$ cat config.mk
export PLATFORM = sky130hd
export DESIGN_NAME = alu_issue_ctrl
export DESIGN_NICKNAME = d
export VERILOG_FILES = /design/src/rtl/alu_ctrl_pkg.sv /design/src/rtl/alu_issue_ctrl_decode.sv /design/src/rtl/alu_issue_ctrl.sv
export SDC_FILE = /design/constraint.sdc
export NUM_CORES = 1
export LEC_CHECK = 0
export BUFFER_PORTS_ARGS = -buffer_cell sky130_fd_sc_hd__buf_2
export CAP_MARGIN = 20
export CELL_PAD_IN_SITES_DETAIL_PLACEMENT = 0
export CELL_PAD_IN_SITES_GLOBAL_PLACEMENT = 1
export CORE_MARGIN = 2
export CORE_UTILIZATION = 40
export CTS_BUF_LIST = sky130_fd_sc_hd__clkbuf_2
export CTS_CLUSTER_DIAMETER = 150
export DETAILED_ROUTE_END_ITERATION = 10
export GPL_TIMING_DRIVEN = 0
export PLACE_DENSITY = 0.89
export SETUP_SLACK_MARGIN = 0.4
export SLEW_MARGIN = 20
export SYNTH_ARGS = -nofsm -noshare
export SYNTH_HDL_FRONTEND = slang
export SYNTH_SLANG_ARGS = --single-unit
$ cat constraint.sdc
create_clock -name clk -period 2.3 [get_ports clk]
set_input_delay 0.46 -clock clk [delete_from_list [all_inputs] [get_ports clk]]
set_output_delay 0.46 -clock clk [all_outputs]
set_load 0.005 [all_outputs]
$ cat src/rtl/alu_ctrl_pkg.sv
// Shared types and constants for the ALU issue controller.
// Op codes, DSP48E1 control words, in-flight pipe entry.
package alu_ctrl_pkg;

  localparam int ENTRY_RD_W = 5;

  localparam logic [2:0] OP_ADD   = 3'd0;
  localparam logic [2:0] OP_SUB   = 3'd1;
  localparam logic [2:0] OP_AND   = 3'd2;
  localparam logic [2:0] OP_OR    = 3'd3;
  localparam logic [2:0] OP_XOR   = 3'd4;
  localparam logic [2:0] OP_MUL   = 3'd5;
  localparam logic [2:0] OP_PASSC = 3'd6;
  localparam logic [2:0] OP_NOP   = 3'd7;

  localparam logic [6:0] OPM_ZERO  = 7'b0000000;
  localparam logic [6:0] OPM_ARITH = 7'b0110011;
  localparam logic [6:0] OPM_OR    = 7'b0111011;
  localparam logic [6:0] OPM_MUL   = 7'b0000101;
  localparam logic [6:0] OPM_PASSC = 7'b0110000;

  localparam logic [3:0] ALU_ADD   = 4'b0000;
  localparam logic [3:0] ALU_SUB   = 4'b0011;
  localparam logic [3:0] ALU_LOGIC = 4'b1100;
  localparam logic [3:0] ALU_XOR   = 4'b0100;

  localparam logic [4:0] INM_DEF = 5'b00000;

  typedef struct packed {
    logic [6:0] opmode;
    logic [3:0] alumode;
    logic [4:0] inmode;
    logic       usemult;
    logic       writes;
  } dec_t;

  typedef struct packed {
    logic                  valid;
    logic [ENTRY_RD_W-1:0] rd;
  } inflight_t;

  typedef enum logic [1:0] {
    RUN   = 2'd0,
    DRAIN = 2'd1,
    IDLE  = 2'd2
  } state_t;

endpackage

$ cat src/rtl/alu_issue_ctrl_decode.sv
// Op code to DSP48E1 control word decoder.
// Purely combinational; NOP decodes with writes=0.
module alu_op_decode
  import alu_ctrl_pkg::*;
(
  input  logic [2:0] op_code,
  output dec_t       dec
);

  // map each op code onto OPMODE/ALUMODE/USE_MULT
  always_comb begin
    dec = '{opmode: OPM_ZERO, alumode: ALU_ADD,
            inmode: INM_DEF, usemult: 1'b0,
            writes: 1'b1};
    unique case (op_code)
      OP_ADD:   dec.opmode = OPM_ARITH;
      OP_SUB: begin
        dec.opmode  = OPM_ARITH;
        dec.alumode = ALU_SUB;
      end
      OP_AND: begin
        dec.opmode  = OPM_ARITH;
        dec.alumode = ALU_LOGIC;
      end
      OP_OR: begin
        dec.opmode  = OPM_OR;
        dec.alumode = ALU_LOGIC;
      end
      OP_XOR: begin
        dec.opmode  = OPM_ARITH;
        dec.alumode = ALU_XOR;
      end
      OP_MUL: begin
        dec.opmode  = OPM_MUL;
        dec.usemult = 1'b1;
      end
      OP_PASSC: dec.opmode = OPM_PASSC;
      OP_NOP:   dec.writes = 1'b0;
    endcase
  end

endmodule

$ cat src/rtl/alu_issue_ctrl.sv
// Issue controller for the DSP48E1 execution unit.
// Optional perf counters: define ALU_ISSUE_CTRL_PERF_EN.
module alu_issue_ctrl
  import alu_ctrl_pkg::*;
#(
  parameter int         LATENCY    = 4,
  parameter int         RADDR_W    = ENTRY_RD_W,
  parameter logic [6:0] NOP_OPMODE = 7'b0000000
) (
  input  logic               clk,
  input  logic               rst,
  input  logic               op_valid_i,
  output logic               op_ready_o,
  input  logic [2:0]         op_code_i,
  input  logic [RADDR_W-1:0] rd_i,
  input  logic [RADDR_W-1:0] rs1_i,
  input  logic [RADDR_W-1:0] rs2_i,
  input  logic [1:0]         rs_used_i,
  input  logic               flush_i,
  input  logic               quiesce_i,
  output logic               idle_o,
  output logic [6:0]         opmode_o,
  output logic [3:0]         alumode_o,
  output logic [4:0]         inmode_o,
  output logic               usemult_o,
  output logic               cea2_o,
  output logic               ceb2_o,
  output logic               wb_valid_o,
  output logic [RADDR_W-1:0] wb_rd_o
`ifdef ALU_ISSUE_CTRL_PERF_EN
  ,
  output logic [31:0]        issue_cnt_o,
  output logic [31:0]        stall_cnt_o
`endif
);

  // last pipe stage is the wb register itself
  localparam int DEPTH = LATENCY - 1;

  if (RADDR_W != ENTRY_RD_W) begin : g_bad_w
    $error("RADDR_W must equal ENTRY_RD_W");
  end

  dec_t      dec;
  inflight_t pipe [DEPTH];
  state_t    state, state_nxt;
  logic      stall, accept, empty;

  alu_op_decode u_dec (
    .op_code (op_code_i),
    .dec     (dec)
  );

  // RAW hazard against entries not yet written back
  always_comb begin
    stall = 1'b0;
    empty = ~wb_valid_o;
    for (int i = 0; i < DEPTH; i++) begin
      if (pipe[i].valid) begin
        empty = 1'b0;
        if (pipe[i].rd != '0 &&
            ((rs_used_i[0] && pipe[i].rd == rs1_i) ||
             (rs_used_i[1] && pipe[i].rd == rs2_i)))
          stall = 1'b1;
      end
    end
  end

  assign op_ready_o = (state == RUN) & ~stall & ~flush_i;
  assign accept     = op_valid_i & op_ready_o;

  // DSP control words, idle unless an op issues
  always_comb begin
    opmode_o  = NOP_OPMODE;
    alumode_o = '0;
    inmode_o  = '0;
    usemult_o = 1'b0;
    cea2_o    = 1'b0;
    ceb2_o    = 1'b0;
    if (accept) begin
      opmode_o  = dec.writes ? dec.opmode : NOP_OPMODE;
      alumode_o = dec.alumode;
      inmode_o  = dec.inmode;
      usemult_o = dec.usemult;
      cea2_o    = 1'b1;
      ceb2_o    = 1'b1;
    end
  end

  // quiesce FSM next state and idle flag
  always_comb begin
    state_nxt = state;
    idle_o    = 1'b0;
    unique case (state)
      RUN:
        if (quiesce_i) state_nxt = DRAIN;
      DRAIN:
        if (empty) begin
          idle_o    = 1'b1;
          state_nxt = IDLE;
        end
      IDLE: begin
        idle_o = 1'b1;
        if (!quiesce_i) state_nxt = RUN;
      end
      default: state_nxt = RUN;
    endcase
  end

  // FSM state register
  always_ff @(posedge clk) begin
    if (rst) state <= RUN;
    else     state <= state_nxt;
  end

  // in-flight shift pipe and aligned writeback
  always_ff @(posedge clk) begin
    if (rst) begin
      for (int i = 0; i < DEPTH; i++)
        pipe[i] <= '0;
      wb_valid_o <= 1'b0;
      wb_rd_o    <= '0;
    end else if (flush_i) begin
      for (int i = 0; i < DEPTH; i++)
        pipe[i] <= '0;
      wb_valid_o <= 1'b0;
    end else begin
      pipe[0].valid <= accept & dec.writes;
      pipe[0].rd    <= accept ? rd_i : '0;
      for (int i = 1; i < DEPTH; i++)
        pipe[i] <= pipe[i-1];
      wb_valid_o <= pipe[DEPTH-1].valid;
      wb_rd_o    <= pipe[DEPTH-1].rd;
    end
  end

`ifdef ALU_ISSUE_CTRL_PERF_EN
  // saturating issue and stall counters
  always_ff @(posedge clk) begin
    if (rst) begin
      issue_cnt_o <= '0;
      stall_cnt_o <= '0;
    end else begin
      if (accept && dec.writes && ~&issue_cnt_o)
        issue_cnt_o <= issue_cnt_o + 32'd1;
      if (op_valid_i && stall && ~&stall_cnt_o)
        stall_cnt_o <= stall_cnt_o + 32'd1;
    end
  end
`endif

endmodule

-- After elaboration in Yosys (flattened, before gate mapping)
Memories as Yosys holds them, arrays and structs flattened.
Cells that the tools add are included.
- bitwise operators: 14
- reduce and logical (&&, ||, !) cells: 21
- muxes and demuxes: 40
- equal/unequal tests: 18
- operators by type and width (operator ; number):
    5-bit equality test ; 6
    6-bit two-way mux ; 5
    6-bit one-hot mux with 4 select lines ; 1
    1-bit two-way mux ; 23
    5-bit nonzero test ; 3
    7-bit two-way mux ; 2
    3-bit equality test (second input constant) ; 4
    4-bit one-hot mux with 3 select lines ; 1
    5-bit two-way mux ; 2
    1-bit logical AND ; 9
    1-bit bitwise OR ; 7
    3-bit by 2-bit equality test with 1-bit output (second input constant) ; 2
    2-bit two-way mux ; 3
    2-bit inequality test (second input constant) ; 3
    2-bit one-hot mux with 3 select lines ; 1
    1-bit bitwise AND ; 4
    4-bit two-way mux ; 1
    2-bit OR reduction ; 2
    4-bit OR reduction ; 1
    3-bit by 1-bit equality test with 1-bit output (second input constant) ; 1
    3-bit logical NOT ; 1
    1-bit logical OR ; 3
    1-bit NOT ; 3
    3-bit AND reduction ; 1
    other kinds (4) ; 4
- flip-flop bits (word level): 8
- memories: 1
- input port bits: 25
- memory bits (writable): 18
- output and inout port bits: 27
- logic and storage cells: 97
- memory list (memory ; words ; bits a word ; read ports ; clocked after Yosys merged registers in ; write ports ; RTL line ; source):
    pipe ; 3 ; 6 ; 3 ; 0 ; 3 ; alu_issue_ctrl.sv:45 ; inflight_t pipe [DEPTH];

-- Logic depth before layout (Yosys ltp)
An unclocked memory read counts as a cell.
- depth after elaboration: 17
- depth in mapped cells: 7
- gate-level depth less buffers: 6

-- Hierarchy
A second synthesis with hierarchy kept.
- cells, all modules: 200
- area total of the unflattened synthesis: 1930.6 µm²
- by module, submodules not included (module ; seq. area each (µm²) ; cells an instance ; area an instance (µm²) ; instances):
    alu_issue_ctrl ; 700.7 ; 180 ; 1801.7 ; 1
    alu_op_decode ; 0.0 ; 20 ; 128.9 ; 1

-- Least setup slack after synthesis
No wires, ideal clock.
- path type: register to output
- start: memory pipe[0][3] (netlist name)
- end: output port opmode_o[5]
- arrival: 1.864 ns
- path buffers: 1
- setup slack: -0.024 ns
- cell stages (with the launch flop): 6
- required time: 1.840 ns
- path through: edfxtp_1 -> or4_1 -> o21ai_2 -> o22ai_2 -> nor4b_1 -> buf_4
- RTL lines (what ; RTL line ; source):
    start: declaration ; alu_issue_ctrl.sv:45 ;
    end: declaration ; alu_issue_ctrl.sv:22 ; output logic [6:0] opmode_o,

==> summary.md <==
| Metric | Value |
|---|---|
| Crit start category | flop |
| Mapped cell area | 0.00171 sq mm |
| Yosys reg bits | 26 |
| WS Path Type | reg -> out |
| Routed WL | 4.07 mm |
| Setup TNS | -5.93 ns |
| Worst-skew pair later-pin latency | 0.35 ns |
| Syn avg cell area | between 9 and 10 sq um |
| Max Slew Vio Count | 0 |
| Slowest Stage Delay on Critical Path | 0.56 ns |
| Final non-filler cell total | 309 |
| Failing checks | negative setup slack |
| Largest fanout on the critical path | 4 |
| Worst-Margin Slew | 0.573 ns |
| Register area | 701 sq um |
| Multi-input logic area | between 0.001 and 0.0015 sq mm |
| Reg2reg start | pipe[0][0]$_SDFFCE_PN0P_ |
| Design area | 0.00251 sq mm |
| DR pass1 iterations | 5 |
| Req. time, crit path | roughly 1.8 ns |
| Sw Pwr | 409 uW |
| Critical-path cell list | or4_1 -> o21ai_2 -> nor2_2 -> buf_4 -> nor4b_4 -> buf_4 -> buf_6 |
| Critical path's slowest cell | or4_1 |
| Register-to-register path setup slack | between 0.1 and 0.15 ns |
| Global route total overflow | 0 |
| Reg clk slew, reported paths | 0.22 ns |
| Max-Cap Viols | 0 |
| Pwr Total | between 1 and 1.5 mW |
| Placed insts | 286 |
| Max Fclk | 361 MHz |
| Area Overhead vs Synth | 47.1% |
| DRT antenna net count | 0 |
| Top Ports | 52 |
| Root buffer cell | clkbuf_2 |
| Post-layout util | 0.619 |
| Cell variety after synth | 29 |
| DR vias/cell | 4.86 |
| Die height | slightly below 70 um |
| Chip Width | 69.3 um |
| R2R cell count | 9 |
| Starting density of the core | 0.421 |
| Final WS setup | -0.473 ns |
| Max-slew headroom | 0.615 |
| Hold EP | pipe[0][0]$_SDFFCE_PN0P_ |
| Cell mode on critical path | buf_4 |
| Net Sw Frac | 0.310 |
| CTS sink count | 26 |
| Unrepaired setup endpoints after global routing | true |
| Sequential share of the synthesized area | 0.411 |
| Cell Area, Placed | 0.00215 sq mm |
| Final Hold Violating Endpoints | 0 |
| Worst EP arrival | 2.31 ns |
| Avg WL per Cell | 13.2 um |
| Die area | 0.00481 sq mm |
| Comb pwr share | 0.350 |
| Setup violators final | 14 |
| Clk pwr share | 0.214 |
| Post-detail-place hpwl | 2.95 mm |
| Core area | between 0.004 and 0.005 sq mm |
| Max H-tree Level | 1 |
| DR iter-0 viols | 112 |
| Cell area power density | 526 mW/mm^2 |
| DRC | 0 |
| Post-route clock period utilization | 1.21 |
| Sequential power share | 0.436 |
| Gr usage total | 0.168 |
| Num rows | 23 |
| Layout Nets | 290 |
| Setup WS pre-CTS | -0.334 ns |
| Initial antenna violation count | 0 |
| CTS tree | built |
| Number of buffers created by CTS | 3 |
| HP Start | rd_i[0] |
| Post-CTS Hold Fix Bufs | 0 |
| Minimum clock period | about 2.8 ns |
| Number of port buffers | between 40 and 50 |
| Clock tree buffer depth | 2 |
| GP Congestion | 0.913 |
| Vias in the first global route | ~1,400 |
| Largest net degree at the start of global routing | 16 |
| Detailed-route via count | 1,501 |
| Ys Warns | 0 |
| Static Leak | 1.12 nW |
| Worst hold slack | ~0.46 ns |
| Hold path depth | 3 |
| N_diodes | 0 |
| First-pass GRT wire length | 6.50 mm |
| Crit end category | primary output |
| Min-Delay Path Class | in -> reg |
| Internal power | slightly above 900 uW |
| Worst Skew | 0.0237 ns |
| Status | finished with violations |
| End of the worst register-to-register path | pipe[0][1]$_SDFFCE_PN0P_ |
| Worst vdd rail ir drop | 0.249 mV |
| Syn Inst Count | 171 |
| Layout cells sized above 1 | 0.405 |
| # fillers | roughly 360 |
==> state kept, by name, summed over array words and instances (netlist names) <==
signal      flops
state           2
wb_valid_o      1
wb_rd_o         5
pipe           18
==> critical path: cells and delay by family, from the launching register on <==
| kind | cells | cell delay [ns] |
|---|---|---|
| and+or+nand+nor | 3 | 0.87 |
| AOI/OAI and AO/OA | 1 | 0.21 |
| buffers and inverters | 3 | 0.40 |
| DFF | 1 | 0.50 |
==> synth_stat cells <==
cell | count | area (sq um)
or4_1 | 4 | 30.0
xor2_1 | 24 | 210
buf_2 | 1 | 5.00
dfxtp_1 | 8 | 160
clkbuf_1 | 3 | 11.3
o22ai_2 | 1 | 12.5
buf_6 | 1 | 11.3
o21ai_0 | 3 | 15.0
nor4b_1 | 2 | 17.5
ha_1 | 5 | 62.6
xnor2_1 | 6 | 52.6
o21ai_2 | 2 | 17.5
edfxtp_1 | 18 | 541
nor2_1 | 11 | 41.3
o21ai_1 | 1 | 5.00
and2_1 | 17 | 106
mux2i_1 | 8 | 80.1
nor2b_1 | 2 | 12.5
nand2_1 | 5 | 18.8
nor4_1 | 14 | 87.6
nor3_1 | 8 | 40.0
a21oi_1 | 1 | 5.00
inv_1 | 3 | 11.3
a21boi_0 | 1 | 7.51
conb_1 | 2 | 7.51
buf_4 | 9 | 67.6
nand2b_1 | 3 | 18.8
a32oi_1 | 3 | 26.3
nand3_1 | 5 | 25.0
==> metal layers <==
metal,vias up,wire length (um),track usage
li1,749,-,-
met3,8,198,0.0262
met4,0,87,0.0719
met2,51,2060,0.296
met1,693,1730,0.201
met5,-,0,0
==> cells by family (layout without fill, tap and decap cells) <==
family	count (synthesis)	count (layout)	synth area share
xor gates and xnor gates	30	30	0.154
and+or+nand+nor	71	71	0.233
adders and majority gates	5	5	0.0367
buffers and inverters	17	83	0.0623
DFF	26	26	0.411
AOI/OAI and AO/OA	12	12	0.0520
muxes	8	8	0.0469
other	2	24	0.00440
==> worst max path at each step <==
stage,start,slack (ns),depth (start not counted),end
final,pipe[0][7]$_SDFFCE_PN0P_,-0.47,7,opmode_o[5]
after detailed placement,rs1_i[0],-0.33,9,ceb2_o
after CTS,pipe[0][12]$_SDFFCE_PN0P_,-0.49,7,opmode_o[5]
after floorplan,pipe[0][1]$_SDFFCE_PN0P_,0.14,6,ceb2_o
after global routing,pipe[0][10]$_SDFFCE_PN0P_,-0.61,8,ceb2_o
after global placement,rs1_i[0],-0.31,9,ceb2_o
==> placed cells by master (no fill, tap or decap), types with 2 or more instances in the layout <==
master and count:
buf_2 42, xor2_1 24, conb_1 24, buf_4 23, edfxtp_1 18, and2_1 17
nor2_1 9, mux2i_1 8, dfxtp_1 8, nor4_2 7, xnor2_1 6, nor3_1 5
nand3_1 5, ha_1 5, buf_6 5, nor4_1 4, clkbuf_2 4, nand2_1 4
inv_1 3, or4_1 3, o21ai_2 3, nor3_4 3, nand2b_1 3, nor4_4 3
a32oi_2 2, nor2b_1 2, o21ai_0 2, clkbuf_1 2, buf_12 2
==> power groups by stage <==
stage          logic (mW)  registers (mW)  clock network (mW)
2_1_floorplan       0.276           0.576                   0
3_3_place_gp        0.384           0.586                   0
3_5_place_dp        0.390           0.587                   0
4_1_cts             0.429           0.576               0.292
5_1_grt             0.514           0.581               0.309
6_report            0.462           0.575               0.282
==> area by class of cell <==
type	count	area share
Multi-Input combinational cell	150	0.472
Sequential cell	26	0.279
Timing Repair Buffer	62	0.161
Buffer	14	0.0409
Tap cell	50	0.0249
Clock inverter	1	0.0120
Clock buffer	3	0.00598
Inverter	3	0.00449
==> timing repair <==
item                                    CTS  global route
buffers inserted                         14             5
pin swaps                                10             5
endpoints found under the setup margin   20            21
gates cloned                              0             0
gates resized for setup                  11            17
Note: power is estimated with default switching activity, not from simulation.
